`src/rtl/alu_divider8.sv`:
```
// alu_divider8: sequential 8-bit signed restoring divider, one quotient bit per clock
// Ports:
//   clk, rst_n          clock, asynchronous active-low reset
//   start               request pulse, sampled only while idle
//   a, b                signed dividend / divisor (two's complement)
//   busy                high while a division is in progress
//   done                one-cycle pulse when results are valid
//   quotient, remainder signed results, truncating toward zero; held until next done
//   div_zero, OF        divisor was zero / quotient not representable (-128 / -1)
module alu_divider8 (
    input  logic       clk,
    input  logic       rst_n,
    input  logic       start,
    input  logic [7:0] a,
    input  logic [7:0] b,
    output logic       busy,
    output logic       done,
    output logic [7:0] quotient,
    output logic [7:0] remainder,
    output logic       div_zero,
    output logic       OF
);
    typedef enum logic [1:0] {IDLE, CALC, FIX} state_t;
    state_t state, state_nx;
    logic [7:0] q, d, abs_a, abs_b, diff;
    // Partial remainder is always below the divisor (<= 128), so 8 bits hold it;
    // the trial value t carries the extra ninth bit.
    logic [7:0] r;
    logic [8:0] t;
    logic [2:0] cnt;
    logic       neg_q, neg_r, ge;
    assign abs_a = a[7] ? -a : a;
    assign abs_b = b[7] ? -b : b;
    assign busy  = state != IDLE;
    always_comb begin
        t        = {r, q[7]};
        ge       = t >= {1'b0, d};
        diff     = t[7:0] - d;
        state_nx = (state == IDLE) ? ((start && |b) ? CALC : IDLE) :
                   (state == CALC) ? (&cnt ? FIX : CALC) : IDLE;
    end
    always_ff @(posedge clk or negedge rst_n)
        if (!rst_n) state <= IDLE;
        else        state <= state_nx;
    always_ff @(posedge clk or negedge rst_n) begin
        if (!rst_n) begin
            q         <= '0;
            d         <= '0;
            r         <= '0;
            cnt       <= '0;
            neg_q     <= 1'b0;
            neg_r     <= 1'b0;
            done      <= 1'b0;
            quotient  <= '0;
            remainder <= '0;
            div_zero  <= 1'b0;
            OF        <= 1'b0;
        end else begin
            done <= 1'b0;
            case (state)
                IDLE: if (start) begin
                    if (|b) begin
                        q     <= abs_a;
                        d     <= abs_b;
                        r     <= '0;
                        cnt   <= '0;
                        neg_q <= a[7] ^ b[7];
                        neg_r <= a[7];
                    end else begin
                        quotient  <= 8'hFF;
                        remainder <= a;
                        div_zero  <= 1'b1;
                        OF        <= 1'b0;
                        done      <= 1'b1;
                    end
                end
                CALC: begin
                    r   <= ge ? diff : t[7:0];
                    q   <= {q[6:0], ge};
                    cnt <= cnt + 3'd1;
                end
                FIX: begin
                    quotient  <= neg_q ? -q : q;
                    remainder <= neg_r ? -r : r;
                    // Only -128 / -1 yields a positive magnitude of 128.
                    OF        <= (q == 8'h80) && !neg_q;
                    div_zero  <= 1'b0;
                    done      <= 1'b1;
                end
                default: ;
            endcase
        end
    end
endmodule
```
`config.mk`:
```
export PLATFORM = sky130hd
export DESIGN_NAME = alu_divider8
export DESIGN_NICKNAME = d
export VERILOG_FILES = /design/src/rtl/alu_divider8.sv
export SDC_FILE = /design/constraint.sdc
export NUM_CORES = 1
export LEC_CHECK = 0
export ABC_AREA = 0
export BUFFER_PORTS_ARGS = -buffer_cell sky130_fd_sc_hd__buf_2
export CAP_MARGIN = 10
export CORE_ASPECT_RATIO = 2
export CORE_MARGIN = 5
export CORE_UTILIZATION = 63
export DETAILED_ROUTE_END_ITERATION = 10
export PLACE_DENSITY = 0.95
export SLEW_MARGIN = 20
export SYNTH_ARGS = -nofsm -noshare
export SYNTH_HDL_FRONTEND = slang
export SYNTH_SLANG_ARGS = --single-unit
```
`constraint.sdc`:
```
create_clock -name clk -period 3.9 [get_ports clk]
set_input_delay 1.17 -clock clk [delete_from_list [all_inputs] [get_ports clk]]
set_output_delay 1.17 -clock clk [all_outputs]
set_load 0.02 [all_outputs]
```
== After elaboration in Yosys (flattened, before gate mapping) ==
Cells that the tools add are included.
Storage, ports and cells
  register bits after elaboration: 50
  latch bits: 0
  bits in writable memories: 0
  ROM bits: 0
  bits of input ports: 19
  output and inout port bits: 20
  logic and storage cells: 71
  memories: 0
Cells by class
  $add $sub $neg: 6
  $mul: 0
  divide/modulo/power cells: 0
  magnitude comparators: 1
  equal/unequal tests: 6
  shift operators: 0
  muxes and demuxes: 33
  bitwise logic cells: 1
  reduce and logical (&&, ||, !) cells: 12
Operators by type and width (number)
  $mux W8: 13
  $pmux W8 S2: 4
  $neg A8 Y8: 4
  $reduce_and A3 Y1: 4
  $ge A9 B8 Y1: 1
  $eq A8 B8 Y1 const B: 1
  $reduce_or A8 Y1: 1
  $sub A8 B8 Y8: 1
  $mux W1: 7
  $mux W2: 3
  $mux W3: 2
  $pmux W1 S2: 3
  $pmux W3 S2: 1
  $reduce_bool A2 Y1: 3
  $ne A2 B2 Y1 const B: 2
  $add A3 B1 Y3 const B: 1
  $eq A2 B1 Y1 const B: 1
  $eq A2 B2 Y1 const B: 1
  $logic_and A1 B1 Y1: 2
  $logic_not A2 Y1: 1
  $ne A2 B1 Y1 const B: 1
  $logic_not A1 Y1: 1
  $xor A1 B1 Y1: 1

== Longest topological paths before layout ==
  depth after elaboration: 5
  mapped depth: 9

== Worst setup path after synthesis ==
OpenSTA, ideal clock, no wires.
  path kind: input -> register
  start: input port b[7]
  end: register q[4]
  library setup time: 126 ps
  data arrival time: 2465 ps
  data required time: 3774 ps
  path slack: 1309 ps
  stages on the path: 6
  path buffers: 1
  path through: buf_2 or4_4 o31a_4 nand2_4 nor2_1 a221o_1
Between the ends
  cells in the longest elaborated chain, start to end: 3
RTL lines
  start: declaration: RTL line 15  | input logic [7:0] b,
  $reduce_or A8 Y1: RTL line 62  | if (|b) begin
  $ne A2 B1 Y1 (no source line)
  $reduce_and A3 Y1 (no source line)
  end signal: assignment: RTL line 63  | q <= abs_a;
  end signal: assignment: RTL line 79  | q <= {q[6:0], ge};
  end: declaration: RTL line 25  | logic [7:0] q, d, abs_a, abs_b, diff;
No other way between the ends.
A chain may end at the register's enable or synchronous reset.

== Worst setup path after layout ==
  start: input port b[3]
  end: register r[0]
Between the ends
  cells in the longest elaborated chain, start to end: 3
RTL lines
  $reduce_or A8 Y1: RTL line 62
  $ne A2 B1 Y1 (no source line)
  $reduce_and A3 Y1 (no source line)
  end signal: assignment: RTL line 78  | r <= ge ? diff : t[7:0];
  end: declaration: RTL line 28  | logic [7:0] r;
No other way between the ends.

==> impl_results.md <==
* Run status: finished, final reports clean
* Hold path depth at 2
* GR peak layer: met2
* Worst R2R Path Depth at 6
* GP Congestion at 0.891
* Fin crit share at 65.7%
* Crit path max fanout at 19
* Synth cell types at 56
* Internal power at between 1.5 and 2 mW
* Area growth from synthesis to layout at 10.3%
* Clock share of power at 11.9%
* HPWL Detailed at a little under 6000 microns
* Nets at approximately 390
* Met3 Use GR at 3.91%
* Crit. End Element: register
* Setup TNS at 0 ps
* Pins Over Slew Limit at 0
* Worst min path class: register to register
* GR Util All Layers at 26.2%
* First-pass GRT wire length at around 13000 microns
* Commonest non-fill, non-tap cell in the layout: dfrtp_1
* Relative slew slack at a little over half
* Max-Cap Viols at 0
* Die width at 59.5 microns
* Fin crit period at around 2600 ps
* WS Path Type: primary input to register
* DRC viols at 0
* Hold-fix buffers, CTS at 0
* CP arrival at ~2700 ps
* Mapped Cells at between 300 and 400
* Initial antenna violation count at 0
* FF-to-FF End: r[5]
* Root Driver: clkbuf_8
* Met2 Use GR at 46.3%
* FF+latch count, synth at 50
* Reg clk slew, reported paths at roughly 80 ps
* DR WL/cell at around 19 microns
* Sequential share of power at about a third
* Critical Path Source Type: primary input
* CTS sink cnt at 50
* Sw power at around 1.4 mW
* CTS tree: yes
* Syn Area/Cell at around 9.6 sq um
* Pleak at between 1.5 and 2 nW
* Largest net degree at the start of global routing at between 50 and 60
* Number of diodes at 0
* GRT Residual Overflow at 0
* Die height at 109 microns
* Top_reg_cell synth: dfrtp_1
* Vias in the first global route at about 2700
* Initial Utilization at between 60 and 70%
* HP Start: d[1]
* Max frequency at about 400 MHz
* FF-to-FF Start: r[3]
* FFs w/ async S/R, synth at between 90% and 100%
* Ratio of cells with drive above 1 in the final layout at between 10% and 20%
* DR iter-0 viols at roughly 190
* Die area at approximately 6500 sq um
* Setup Fix Bufs, Post-CTS at 0
* DR vias at around 2600
* Io pins at 39
* Worst-Margin Slew at just under 700 ps
* WP data required at between 4000 and 5000 ps
* Comb pwr share at about 55%
* Final setup violation count at 0
* Synthesized Nets at approximately 360
* H-tree level count at 2
* Routed wire length at 7790 microns
* PortBufs at 38
* Most frequent cells in the layout: dfrtp_1 (50), buf_2 (37), nand2_1 (33), o21ai_0 (25), inv_1 (24)
* Flop-to-flop setup slack at around 1500 ps
* Hold EP: d[1]
* Final hold viol count at 0
* Maximum vdd ir drop at around 0.59 mV
* Register area share after synthesis at 40.6%
* Switching share of power at ~46%
* Pwr per Cell Area at approximately 890 nW/um^2
* Final setup skew at ~11 ps
* Number of buffers created by CTS at 5
* YS warnings at 0
* Vias per inst at 6.23
* Deepest clock path buffer count at 2
* Clk Latency, worst-skew pair at slightly above 300 ps
* RSZ-0062 raised after global routing: false
* Core area at 4820 sq um
* Row Count at 36
* Post-cts resize count at 0
* Met1 usage at between 20% and 30%
* Post-synth EDFFs at 0
* Antenna viol nets, final at 0
* First-pass iteration count of the detailed router at 4
* Final core occ at a little over two thirds
* Mapped Area at 3090 sq um
## worst max-delay path by stage
stage,endpoint,start,slack (ps),cells after the start
2_1_floorplan,q[4],b[7],1310,6
3_3_place_gp,q[3],b[3],1130,6
3_5_place_dp,q[3],b[3],1060,6
4_1_cts,r[0],b[3],1330,6
5_1_grt,r[0],b[3],1240,6
6_report,r[0],b[3],1340,6
## worst max-delay path, cell delays in order
cell      delay, ps
buf_2           130
or4_4           560
o31a_4          340
nor2_8          250
nand2_1         110
o311ai_0        150
## cell type report
class	count	area (sq um)
multi-input combinational	233	1680
timing repair buffer	40	208
tap	57	71.3
clock inverter	1	30.0
sequential	50	1250
inverter	24	90.1
fill	340	1420
clock buffer	7	76.3
## layer usage
| layer | wire, microns | vias to the layer above |
|---|---|---|
| met5 | 0 | - |
| met4 | 514 | 0 |
| met3 | 314 | 32 |
| met2 | 4280 | 84 |
| met1 | 2690 | 1247 |
| li1 | - | 1205 |
## power groups by stage
stage	clock, mW	combinational [mW]	sequential, mW
6_report	0.360	1.66	1.01
5_1_grt	0.378	1.85	1.04
4_1_cts	0.359	1.65	0.994
3_5_place_dp	0	1.63	1.00
3_3_place_gp	0	1.56	0.990
2_1_floorplan	0	1.17	1.02
## flip-flops by register name, indices dropped and copies added, names as in the netlist
register and count:
d 8, q 8, quotient 8, r 8
remainder 8, cnt 3, state 2, OF 1
div_zero 1, done 1, neg_q 1, neg_r 1
## kinds of logic (layout without fill, tap and decap cells)
kind of cell	after synthesis	in the layout	share of synthesized area [%]
xor+xnor	28	28	7.95
compound gates	88	88	20.0
simple gates	84	84	14.2
fa+ha+maj	15	15	6.33
mux	18	18	5.84
buf+inv	39	72	5.19
flops	50	50	40.6
## Yosys cell counts, types with 2 or more instances
| master | n | area share [%] |
|---|---|---|
| dfrtp_1 | 50 | 41 |
| nand2_1 | 33 | 4.0 |
| o21ai_0 | 25 | 4.1 |
| inv_1 | 24 | 2.9 |
| mux2i_1 | 18 | 5.8 |
| xor2_1 | 17 | 4.8 |
| ha_1 | 14 | 5.7 |
| nor2_1 | 14 | 1.7 |
| xnor2_1 | 11 | 3.1 |
| a21oi_1 | 10 | 1.6 |
| clkbuf_1 | 10 | 1.2 |
| nand2b_1 | 9 | 1.8 |
| a2bb2oi_1 | 8 | 2.3 |
| o21ai_1 | 7 | 1.1 |
| o31ai_1 | 7 | 1.7 |
| nor2b_1 | 5 | 1.0 |
| nor3_1 | 4 | 0.65 |
| a221o_1 | 3 | 0.97 |
| a32oi_1 | 3 | 0.85 |
| o41ai_1 | 3 | 0.85 |
| a211oi_1 | 2 | 0.49 |
| a22o_1 | 2 | 0.57 |
| a22oi_1 | 2 | 0.49 |
| and2_1 | 2 | 0.41 |
| buf_2 | 2 | 0.32 |
| nand3_1 | 2 | 0.32 |
| nand4_1 | 2 | 0.41 |
| o211a_1 | 2 | 0.65 |
| o211ai_1 | 2 | 0.49 |
| o221ai_1 | 2 | 0.57 |
| or2_2 | 2 | 0.41 |
## per-stage QoR
step / total power, mW / std cells / worst slack [ps] / hold WS (ps) / cell area [sq um]
final: 3.03 / 412 / 1340 / 505 / 3400
after global routing: 3.27 / 412 / 1240 / 522 / 3400
after CTS: 3.01 / 412 / 1330 / 507 / 3400
after detailed placement: 2.63 / 404 / 1060 / 490 / 3290
after global placement: 2.55 / 404 / 1130 / 472 / 3290
after floorplan: 2.19 / 322 / 1310 / 449 / 3090
No activity file was read; power rests on OpenSTA's default activity.
